File: src/rtl/uart_tx_frame.sv
// UART frame serializer: start bit, DATA_WIDTH data bits LSB first, optional parity, stop bit.
// Each bit is held for PRESCALE clock cycles, with PRESCALE latched when the frame is accepted.
module uart_tx_frame #(
  parameter int DATA_WIDTH = 8
) (
  input  logic                  CLK,
  input  logic                  RST,
  input  logic [DATA_WIDTH-1:0] P_DATA,
  input  logic                  DATA_VALID,
  input  logic                  PAR_EN,
  input  logic                  PAR_TYP,
  input  logic [5:0]            PRESCALE,
  output logic                  TX_OUT,
  output logic                  BUSY
);

  localparam int BIT_W = (DATA_WIDTH > 1) ? $clog2(DATA_WIDTH) : 1;
  localparam logic [BIT_W-1:0] LAST_BIT = BIT_W'(DATA_WIDTH - 1);

  typedef enum logic [2:0] {
    IDLE   = 3'd0,
    START  = 3'd1,
    DATA   = 3'd2,
    PARITY = 3'd3,
    STOP   = 3'd4
  } state_t;

  state_t                r_state;
  logic [5:0]            r_edge_cnt;
  logic [BIT_W-1:0]      r_bit_cnt;
  logic [DATA_WIDTH-1:0] r_data;
  logic                  r_par_en;
  logic                  r_par_typ;
  logic [5:0]            r_prescale;
  logic                  r_tx;
  logic                  r_busy;

  state_t                w_state_next;
  logic [5:0]            w_edge_next;
  logic [BIT_W-1:0]      w_bit_next;
  logic [5:0]            w_prescale;
  logic                  w_bit_done;
  logic                  w_accept;
  logic                  w_tx_next;
  logic                  w_busy_next;

  // A zero prescale would never complete a bit, so it behaves as one cycle per bit.
  assign w_prescale = (PRESCALE == 6'd0) ? 6'd1 : PRESCALE;
  assign w_bit_done = (r_edge_cnt == (r_prescale - 6'd1));
  assign w_accept   = (r_state == IDLE) && DATA_VALID;

  // State register plus frame latches.
  always_ff @(posedge CLK or posedge RST) begin
    if (RST) begin
      r_state    <= IDLE;
      r_edge_cnt <= 6'd0;
      r_bit_cnt  <= '0;
      r_data     <= '0;
      r_par_en   <= 1'b0;
      r_par_typ  <= 1'b0;
      r_prescale <= 6'd0;
      r_tx       <= 1'b1;
      r_busy     <= 1'b0;
    end else begin
      r_state    <= w_state_next;
      r_edge_cnt <= w_edge_next;
      r_bit_cnt  <= w_bit_next;
      r_tx       <= w_tx_next;
      r_busy     <= w_busy_next;
      if (w_accept) begin
        r_data     <= P_DATA;
        r_par_en   <= PAR_EN;
        r_par_typ  <= PAR_TYP;
        r_prescale <= w_prescale;
      end
    end
  end

  // Next-state and counter logic.
  always_comb begin
    w_state_next = r_state;
    w_edge_next  = 6'd0;
    w_bit_next   = '0;
    if (r_state != IDLE) begin
      w_edge_next = w_bit_done ? 6'd0 : (r_edge_cnt + 6'd1);
    end
    case (r_state)
      IDLE: begin
        if (DATA_VALID) w_state_next = START;
      end
      START: begin
        if (w_bit_done) w_state_next = DATA;
      end
      DATA: begin
        w_bit_next = r_bit_cnt;
        if (w_bit_done) begin
          if (r_bit_cnt == LAST_BIT) begin
            w_bit_next   = '0;
            w_state_next = r_par_en ? PARITY : STOP;
          end else begin
            w_bit_next = r_bit_cnt + 1'b1;
          end
        end
      end
      PARITY: begin
        if (w_bit_done) w_state_next = STOP;
      end
      STOP: begin
        if (w_bit_done) w_state_next = IDLE;
      end
      default: w_state_next = IDLE;
    endcase
  end

  // Outputs are decoded from the next state so the flops present each bit on its first cycle.
  always_comb begin
    w_tx_next   = 1'b1;
    w_busy_next = (w_state_next != IDLE);
    case (w_state_next)
      IDLE:    w_tx_next = 1'b1;
      START:   w_tx_next = 1'b0;
      DATA:    w_tx_next = r_data[w_bit_next];
      PARITY:  w_tx_next = r_par_typ ? ~^r_data : ^r_data;
      STOP:    w_tx_next = 1'b1;
      default: w_tx_next = 1'b1;
    endcase
  end

  assign TX_OUT = r_tx;
  assign BUSY   = r_busy;

endmodule

File: config.mk
export PLATFORM = sky130hd
export DESIGN_NAME = uart_tx_frame
export DESIGN_NICKNAME = d
export VERILOG_FILES = /design/src/rtl/uart_tx_frame.sv
export SDC_FILE = /design/constraint.sdc
export NUM_CORES = 1
export LEC_CHECK = 0
export ABC_AREA = 1
export ABC_CLOCK_PERIOD_IN_PS = 5100
export CELL_PAD_IN_SITES_DETAIL_PLACEMENT = 2
export CELL_PAD_IN_SITES_GLOBAL_PLACEMENT = 2
export CORE_MARGIN = 5
export CORE_UTILIZATION = 35
export DETAILED_ROUTE_END_ITERATION = 8
export PLACE_DENSITY_LB_ADDON = 0.1
export SYNTH_ARGS = -nofsm -noshare
export SYNTH_HDL_FRONTEND = slang
export SYNTH_SLANG_ARGS = --single-unit
File: constraint.sdc
create_clock -name CLK -period 5.1 [get_ports CLK]
set_input_delay 1.275 -clock CLK [delete_from_list [all_inputs] [get_ports CLK]]
set_output_delay 1.275 -clock CLK [all_outputs]
set_load 0.01 [all_outputs]
Word-level counts from Yosys, hierarchy flattened
Index checks and enable logic that the tools add are counted.
{ "totals": {"elab_cells": 47, "ramBits": 0, "out_inout_bits": 2, "ff_bits": 30, "latchBits": 0, "mem_bits_ro": 0, "memories": 0, "in_bits": 19} }
{ "op_classes": {"n_mul": 0, "bitwise": 0, "mux": 18, "div": 0, "n_reduce_logical": 7, "shift": 0, "magnitude_cmp": 1, "n_eq_ne": 9, "add_sub_neg": 3} }
{ "op_table": {"columns": ["operator", "n"], "rows": [
  ["$mux W3", 10],
  ["$mux W6", 3],
  ["$pmux W3 S5", 1],
  ["$eq A3 B2 Y1 const B", 4],
  ["$reduce_xnor A8 Y1", 1],
  ["$reduce_xor A8 Y1", 1],
  ["$add A6 B1 Y6 const B", 1],
  ["$eq A3 B1 Y1 const B", 2],
  ["$eq A3 B3 Y1 const B", 2],
  ["$eq A6 B6 Y1", 1],
  ["$logic_not A6 Y1", 1],
  ["$reduce_bool A3 Y1", 2],
  ["$sub A6 B1 Y6 const B", 1],
  ["$lt A3 B4 Y1 const B", 1],
  ["$add A3 B1 Y3 const B", 1],
  ["$bmux W1 S3", 1],
  ["$logic_not A3 Y1", 1],
  ["$pmux W1 S3", 1],
  ["$mux W1", 2],
  ["$logic_and A1 B1 Y1", 1]
]} }

Longest topological paths before layout
Gate-level depths: netlist of run 1.
{ "depth": {"ltp_word": 7, "depth_mapped": 17, "depth_no_buf": 17} }

Worst setup path after synthesis of run 1
No wires, ideal clock.
{ "synth_path": {"kind": "input -> register", "start": "input DATA_VALID", "end": "register r_data[1]", "arrival_ps": 1871, "path_slack_ps": 3096, "setup_ps": 133, "cell_stages": 4, "n_path_buf": 1, "required_ps": 4967, "path_cell_list": "nand3_1 -> inv_1 -> clkbuf_1 -> o21ai_0"} }
{ "synth_between": {"elab_chain_len": 1} }
{ "synth_rtl": {"columns": ["item", "line", "rtl"], "rows": [
  ["from (decl)", "9", "input logic DATA_VALID,"],
  ["$logic_and A1 B1 Y1", "50", "assign w_accept = (r_state == IDLE) && DATA_VALID;"],
  ["to (signal assigned)", "58", "r_data <= '0;"],
  ["to (signal assigned)", "71", "r_data <= P_DATA;"],
  ["to (decl)", "31", "logic [DATA_WIDTH-1:0] r_data;"]
]} }
No other way between the ends.
A chain may end at the register's enable or synchronous reset.

Worst setup path after layout of run 1
{ "layout_path": {"start": "input DATA_VALID", "end": "register r_data[0]"} }
Same word-level chain as after synthesis.

==> results.cfg, run 1 <==
[power_and_ir_drop]
fin_total_pwr_mw = 1.23
combPwrFrac_pct = 47.8
pwr-share-clk_pct = 18.5
p_sw_uw = 537
switching_share_pct = 43.6
total_leakage_power_nw = 1.13
vdd_drop_max_v = 0.000194
power_density_nw_per_um2 = 564
p_int_uw = 694
p_seq_share_pct = 33.7

[worst_setup_path]
worstRegToRegCells = 17
reg2reg_from = r_prescale[0]$_DFFE_PP0P_
r2r_slack_ps = 2840
crit_path_start_kind = input port
crit_required_ps = 5240
crit_slowest_cell = inv_1
crit_arrival_ps = 2830
end_kind = register
critPathLaunch = DATA_VALID
cp-endpoint = r_data[0]$_DFFE_PP0P_
path_max_fanout = 21
r2r_end = TX_OUT$_DFF_PP1_
path_class = input port to register
cp_cell_sequence = clkdlybuf4s50_1 -> nand3_1 -> inv_1 -> o21ai_0
cpPeakStageDelay_ps = 560

[floorplan]
die_w_um = 81.8
dieArea_um2 = 6680
ioPinCount = 21
placement_rows = 26
core_um2 = 5040
dieHeight_um = 81.8
start_util_pct = 35.7

[synth]
synth_top_area_share_pct = 40.3
synth_edf_count = 0
async_flop_share_pct = 100
synth_ff_type = dfrtp_1
seq_area_frac_synth_pct = 41.7
yosysUniqueCellTypes = 28
ys_ff_latch = 30
synth_area_um2 = 1800
avgSynthCellArea_um2 = 7.63
yosys_warnings = 0
synth.largest_area_cell = dfrtp_1
ys_top_cells_by_area = dfrtp_1 (40%), nand2_1 (12%), inv_1 (9.4%)
synth_nets = 259
syn_inst = 236

[routing]
dr_total_vias = 1579
drc = 0
first_pass_iters = 4
dr_wl_met2_um = 2230
totalWireLength_um = 4570
dr.max_layer_used = met4
vias_per_cell = 4.77
drtIter0Drc = 35
met3_wirelength_um = 169
routedWlPerCell_um = 13.8
ant_nets = 0
drt-met1-wl_um = 2100

[clock_tree]
clk_latency_ps = 280
cts_root_buf = clkbuf_8
cts_resized = 0
cts_tree = yes
cts.clk_slew.worst_paths_ps = 60
cts_num_sinks = 30
post_cts_buffers = 0
clk_path_buf_depth = 2
htreeDepth = 2
numCtsBuffers = 5
cts_hold_buf = 0

[timing]
max-slew-margin-rel_pct = 65.0
rsz0062_at_grt = false
min_period_ps = 2690
finalSetupTns_ps = 0
setup-violations-final = 0
drv_slew = 0
tightest_slew_ps = 524
finClkSkew_ps = 3.69
post-route-period-util_pct = 52.8
hold_viol = 0
max_freq_mhz = 371

[global_route]
overflow = 0
antenna_found_initial = 0
first_global_vias = 1743
grt.total_usage_pct = 16.3
grt_max_degree = 31
grt_pass1_wl_um = 8220

[layout]
layout.nets = 283
n_antenna_cell = 0
drive_gt1_share_pct = 12.6
fin_util_pct = 43.3
area_growth_pct = 21.3
num-fill-cells = 578

[outcome]
status = completed

[worst_hold_path]
hold_path.class = register to register

[placement]
dp_hpwl_um = 3520
gp_congestion = 0.757
port_buffers = 20

[run]
cap_viol_max_count = 0
-- cell usage after synthesis, drive strengths merged (2+ instances only) --
| master | count |
|---|---|
| o21ai | 18 |
| inv | 50 |
| nand2 | 62 |
| o211ai | 2 |
| xnor2 | 5 |
| nand3 | 29 |
| nand4 | 7 |
| nor2 | 14 |
| xor2 | 6 |
| ha | 4 |
| clkbuf | 3 |
| dfrtp | 29 |
-- how the worst min path moves through the flow --
stage,from,cells after the start,endpoint
CTS,r_par_typ$_DFFE_PP0P_,2,r_par_typ$_DFFE_PP0P_
detailed placement,r_par_typ$_DFFE_PP0P_,2,r_par_typ$_DFFE_PP0P_
finish,r_par_typ$_DFFE_PP0P_,2,r_par_typ$_DFFE_PP0P_
global route,r_prescale[5]$_DFFE_PP0P_,2,r_prescale[5]$_DFFE_PP0P_
floorplan,r_par_typ$_DFFE_PP0P_,2,r_par_typ$_DFFE_PP0P_
global placement,r_prescale[5]$_DFFE_PP0P_,2,r_prescale[5]$_DFFE_PP0P_
-- flip-flops by register name, indices dropped and copies added, names as in the netlist --
signal	count
BUSY	1
TX_OUT	1
r_bit_cnt	3
r_data	8
r_edge_cnt	6
r_par_en	1
r_par_typ	1
r_prescale	6
r_state	3
-- kinds of logic (layout without fill, tap and decap cells) --
kind of cell / after synthesis / in the layout / share of synthesized area, %
AOI/OAI and AO/OA: 22 / 22 / 7.01
xor gates and xnor gates: 11 / 11 / 5.35
adders and majority gates: 4 / 4 / 2.78
buffers and inverters: 54 / 79 / 11.7
DFF: 30 / 30 / 41.7
and+or+nand+nor: 115 / 115 / 31.5
-- per-layer routing --
metal	vias to the layer above	global-route usage (%)
met2	25	27.9
met4	0	5.48
li1	781	-
met1	765	20.4
met3	8	3.18
met5	-	0
-- critical path: cells and delay by family --
family | cells | cell delay, ps
AOI/OAI and AO/OA | 1 | 160
buffers and inverters | 2 | 1020
and+or+nand+nor | 1 | 370
-- power groups by stage --
| stage | Sequential, mW | Combinational, mW | Clock [mW] |
|---|---|---|---|
| floorplan | 0.399 | 0.456 | 0 |
| global placement | 0.414 | 0.577 | 0 |
| detailed placement | 0.421 | 0.601 | 0 |
| CTS | 0.417 | 0.609 | 0.236 |
| global route | 0.431 | 0.688 | 0.246 |
| finish | 0.415 | 0.588 | 0.228 |
-- through the flow --
| stage | setup WS (ps) | hold WS (ps) | cells | cell area [µm²] |
|---|---|---|---|---|
| 2_1_floorplan | 3100 | 468 | 236 | 1800 |
| 3_3_place_gp | 2160 | 495 | 323 | 2070 |
| 3_5_place_dp | 2080 | 519 | 323 | 2070 |
| 4_1_cts | 2380 | 535 | 331 | 2180 |
| 5_1_grt | 2170 | 555 | 331 | 2180 |
| 6_report | 2410 | 527 | 331 | 2180 |
-- layout make-up --
type	count	area, µm²	share of cell area, %
timing repair buffer	21	208	9.51
tap	70	87.6	4.01
multi-input combinational	152	840	38.4
sequential	30	752	34.4
inverter	50	188	8.59
clock buffer	8	110	5.04
-- cells in the final DEF, fill, tap and decap left out, drive strengths merged --
cell type,instances
a21oi,1
buf,1
clkbuf,8
clkdlybuf4s50,20
dfrtp,29
dfstp,1
ha,4
inv,50
nand2,62
nand3,29
nand3b,1
nand4,7
nor2,14
nor3,1
o211ai,2
o21ai,18
o31ai,1
or2,1
xnor2,5
xor2,6
Note: power is estimated with default switching activity, not from simulation.
==> inputs of run 2 (changes only) <==
--- a/config.mk
+++ b/config.mk
@@ -6,11 +6,11 @@
 export NUM_CORES = 1
 export LEC_CHECK = 0
 export ABC_AREA = 1
-export ABC_CLOCK_PERIOD_IN_PS = 5100
+export ABC_CLOCK_PERIOD_IN_PS = 2800
 export CELL_PAD_IN_SITES_DETAIL_PLACEMENT = 2
 export CELL_PAD_IN_SITES_GLOBAL_PLACEMENT = 2
 export CORE_MARGIN = 5
-export CORE_UTILIZATION = 35
+export CORE_UTILIZATION = 32
 export DETAILED_ROUTE_END_ITERATION = 8
 export PLACE_DENSITY_LB_ADDON = 0.1
 export SYNTH_ARGS = -nofsm -noshare
==> constraint.sdc (replaced) <==
create_clock -name CLK -period 2.8 [get_ports CLK]
set_input_delay 0.7 -clock CLK [delete_from_list [all_inputs] [get_ports CLK]]
set_output_delay 0.7 -clock CLK [all_outputs]
set_load 0.01 [all_outputs]
==> run 2 against run 1 <==
Net effect: sequential cell count is the same; clock skew about the same; core utilization down 3.6 points; sequential share of layout area increased by 0.16 points; first-iteration DRC count decreased by 23%; worst setup slack got worse by 1800 ps; die area rose by 8.2%; largest cell class unchanged; largest power group unchanged.
==> results.cfg, run 2 (same netlist as run 1, synthesis figures left out) <==
[outcome]
status = completed

[floorplan]
start_util_pct = 32.9
core_um2 = 5470
placement_rows = 27
dieHeight_um = 85.0
dieArea_um2 = 7230
ioPinCount = 21
die_w_um = 85.0

[layout]
top_register = r_data
drive_gt1_share_pct = 12.2
top_regs = r_data: 8 flops, r_edge_cnt: 6 flops, r_prescale: 6 flops
largest_reg_flops = 8
fin_cells = 334
final_cell_mix = nand2_1 (59), inv_1 (45), dfrtp_1 (29)
num-fill-cells = 687
layout.nets = 284
n_antenna_cell = 0
area_growth_pct = 20.7
layout_commonest_cell = nand2_1

[worst_setup_path]
path_class = register to register
cp_common_cell = nand3_1
crit_required_ps = 3020
cpPeakStageDelay_ps = 390
crit_path_start_kind = register
worstRegToRegCells = 15
path_max_fanout = 16
cp_cell_sequence = inv_2 -> ha_1 -> nand2_1 -> nand2_1 -> nor2_1 -> nand3_2 -> nor2_4 -> nand3_4 -> nand2_2 -> nand3_2 -> nand2_1 -> nand3_1 -> nand3_1 -> nand3_1 -> nand3_1
end_kind = register
crit_slowest_cell = dfrtp_1
crit_arrival_ps = 2430

[global_route]
grt.total_usage_pct = 14.4
grt_pass1_wl_um = 8220
antenna_found_initial = 0
grt_max_degree = 31
first_global_vias = 1723
overflow = 0

[placement]
dp_slack_ps = 581
gp_congestion = 0.736
dp_hpwl_um = 3680
place_inst = 326
port_buffers = 20

[clock_tree]
clk_path_buf_depth = 2
numCtsBuffers = 5
clk_latency_ps = 280
htreeDepth = 2
cts_tree = yes
cts_num_sinks = 30
cts_resized = 0
cts.clk_slew.worst_paths_ps = 60
cts_hold_buf = 0
cts_root_buf = clkbuf_8
post_cts_buffers = 0

[routing]
first_pass_iters = 4
routedWlPerCell_um = 13.9
dr_total_vias = 1556
totalWireLength_um = 4650
drc = 0
vias_per_cell = 4.66
drtIter0Drc = 27
ant_nets = 0

[run]
cap_viol_max_count = 0

[power_and_ir_drop]
power_density_nw_per_um2 = 1010
p_int_mw = 1.22
p_seq_share_pct = 34.6
pwr-share-clk_pct = 16.2
p_sw_uw = 977
combPwrFrac_pct = 49.2
vdd_drop_max_v = 0.000325
switching_share_pct = 44.4
total_leakage_power_nw = 1.13

[timing]
finClkSkew_ps = 3.86
hold_viol = 0
setup-violations-final = 0
drv_slew = 0
post-route-period-util_pct = 78.9
tightest_slew_ps = 522
max_freq_mhz = 453
max-slew-margin-rel_pct = 65.2
finalWorstSetupSlack_ps = 592
min_period_ps = 2210
finalSetupTns_ps = 0
rsz0062_at_grt = false

[worst_hold_path]
holdPathStages = 2
hold_path.class = register to register
## run 2: changes by cell type in the layout (fill, tap and decap cells not counted), sizes merged
cell / before / now
buf: 1 / 2
## run 2: per-stage QoR
stage                     utilization, %  cell area [µm²]  power [mW]  hold slack (ps)
after CTS                           39.7             2170        2.24              559
after floorplan                        -             1800        1.56              468
after global placement              38.1             2080        1.81              512
after global routing                39.7             2170        2.44              578
after detailed placement            38.1             2080        1.87              543
final                               39.7             2170        2.20              550
## run 2: worst paths after layout
kind                                           start                         to  slack, ps
min in group asynchronous                        RST      r_data[2]$_DFFE_PP0P_        820
max in group asynchronous                        RST           TX_OUT$_DFF_PP1_       1660
min                        r_prescale[5]$_DFFE_PP0P_  r_prescale[5]$_DFFE_PP0P_        550
max reg2reg                r_prescale[0]$_DFFE_PP0P_           TX_OUT$_DFF_PP1_        590
max                        r_prescale[0]$_DFFE_PP0P_           TX_OUT$_DFF_PP1_        590
min reg2reg                r_prescale[5]$_DFFE_PP0P_  r_prescale[5]$_DFFE_PP0P_        550
## run 2: final cells by class
| class | count | area [µm²] | area share (%) |
|---|---|---|---|
| Multi-Input combinational cell | 152 | 840 | 38.6 |
| Sequential cell | 30 | 752 | 34.6 |
| Timing Repair Buffer | 22 | 215 | 9.90 |
| Inverter | 50 | 188 | 8.63 |
| Clock buffer | 8 | 90.1 | 4.14 |
| Tap cell | 72 | 90.1 | 4.14 |
## run 2: routing by layer
layer  track usage [%]  routed length [µm]  part of all wire [%]  vias up
met5                 0                   0                     0        -
met4              4.89                  60                   1.3        0
met3              3.59                 147                   3.2        6
met2              23.9                2280                    49       26
met1              18.2                2160                    46      741
li1                  -                   -                     -      783
## run 2: worst max-delay path: cells and delay by family, from the launching register on
family        cells  cell delay (ps)
simple gates     13             1390
flops             1              390
buf+inv           1              110
fa+ha+maj         1              260
## run 2: power by group through the flow
stage,combinational (mW),clock [mW],sequential (mW)
4_1_cts,1.11,0.369,0.765
6_report,1.08,0.356,0.760
2_1_floorplan,0.831,0,0.727
3_5_place_dp,1.10,0,0.769
3_3_place_gp,1.05,0,0.757
5_1_grt,1.26,0.395,0.785
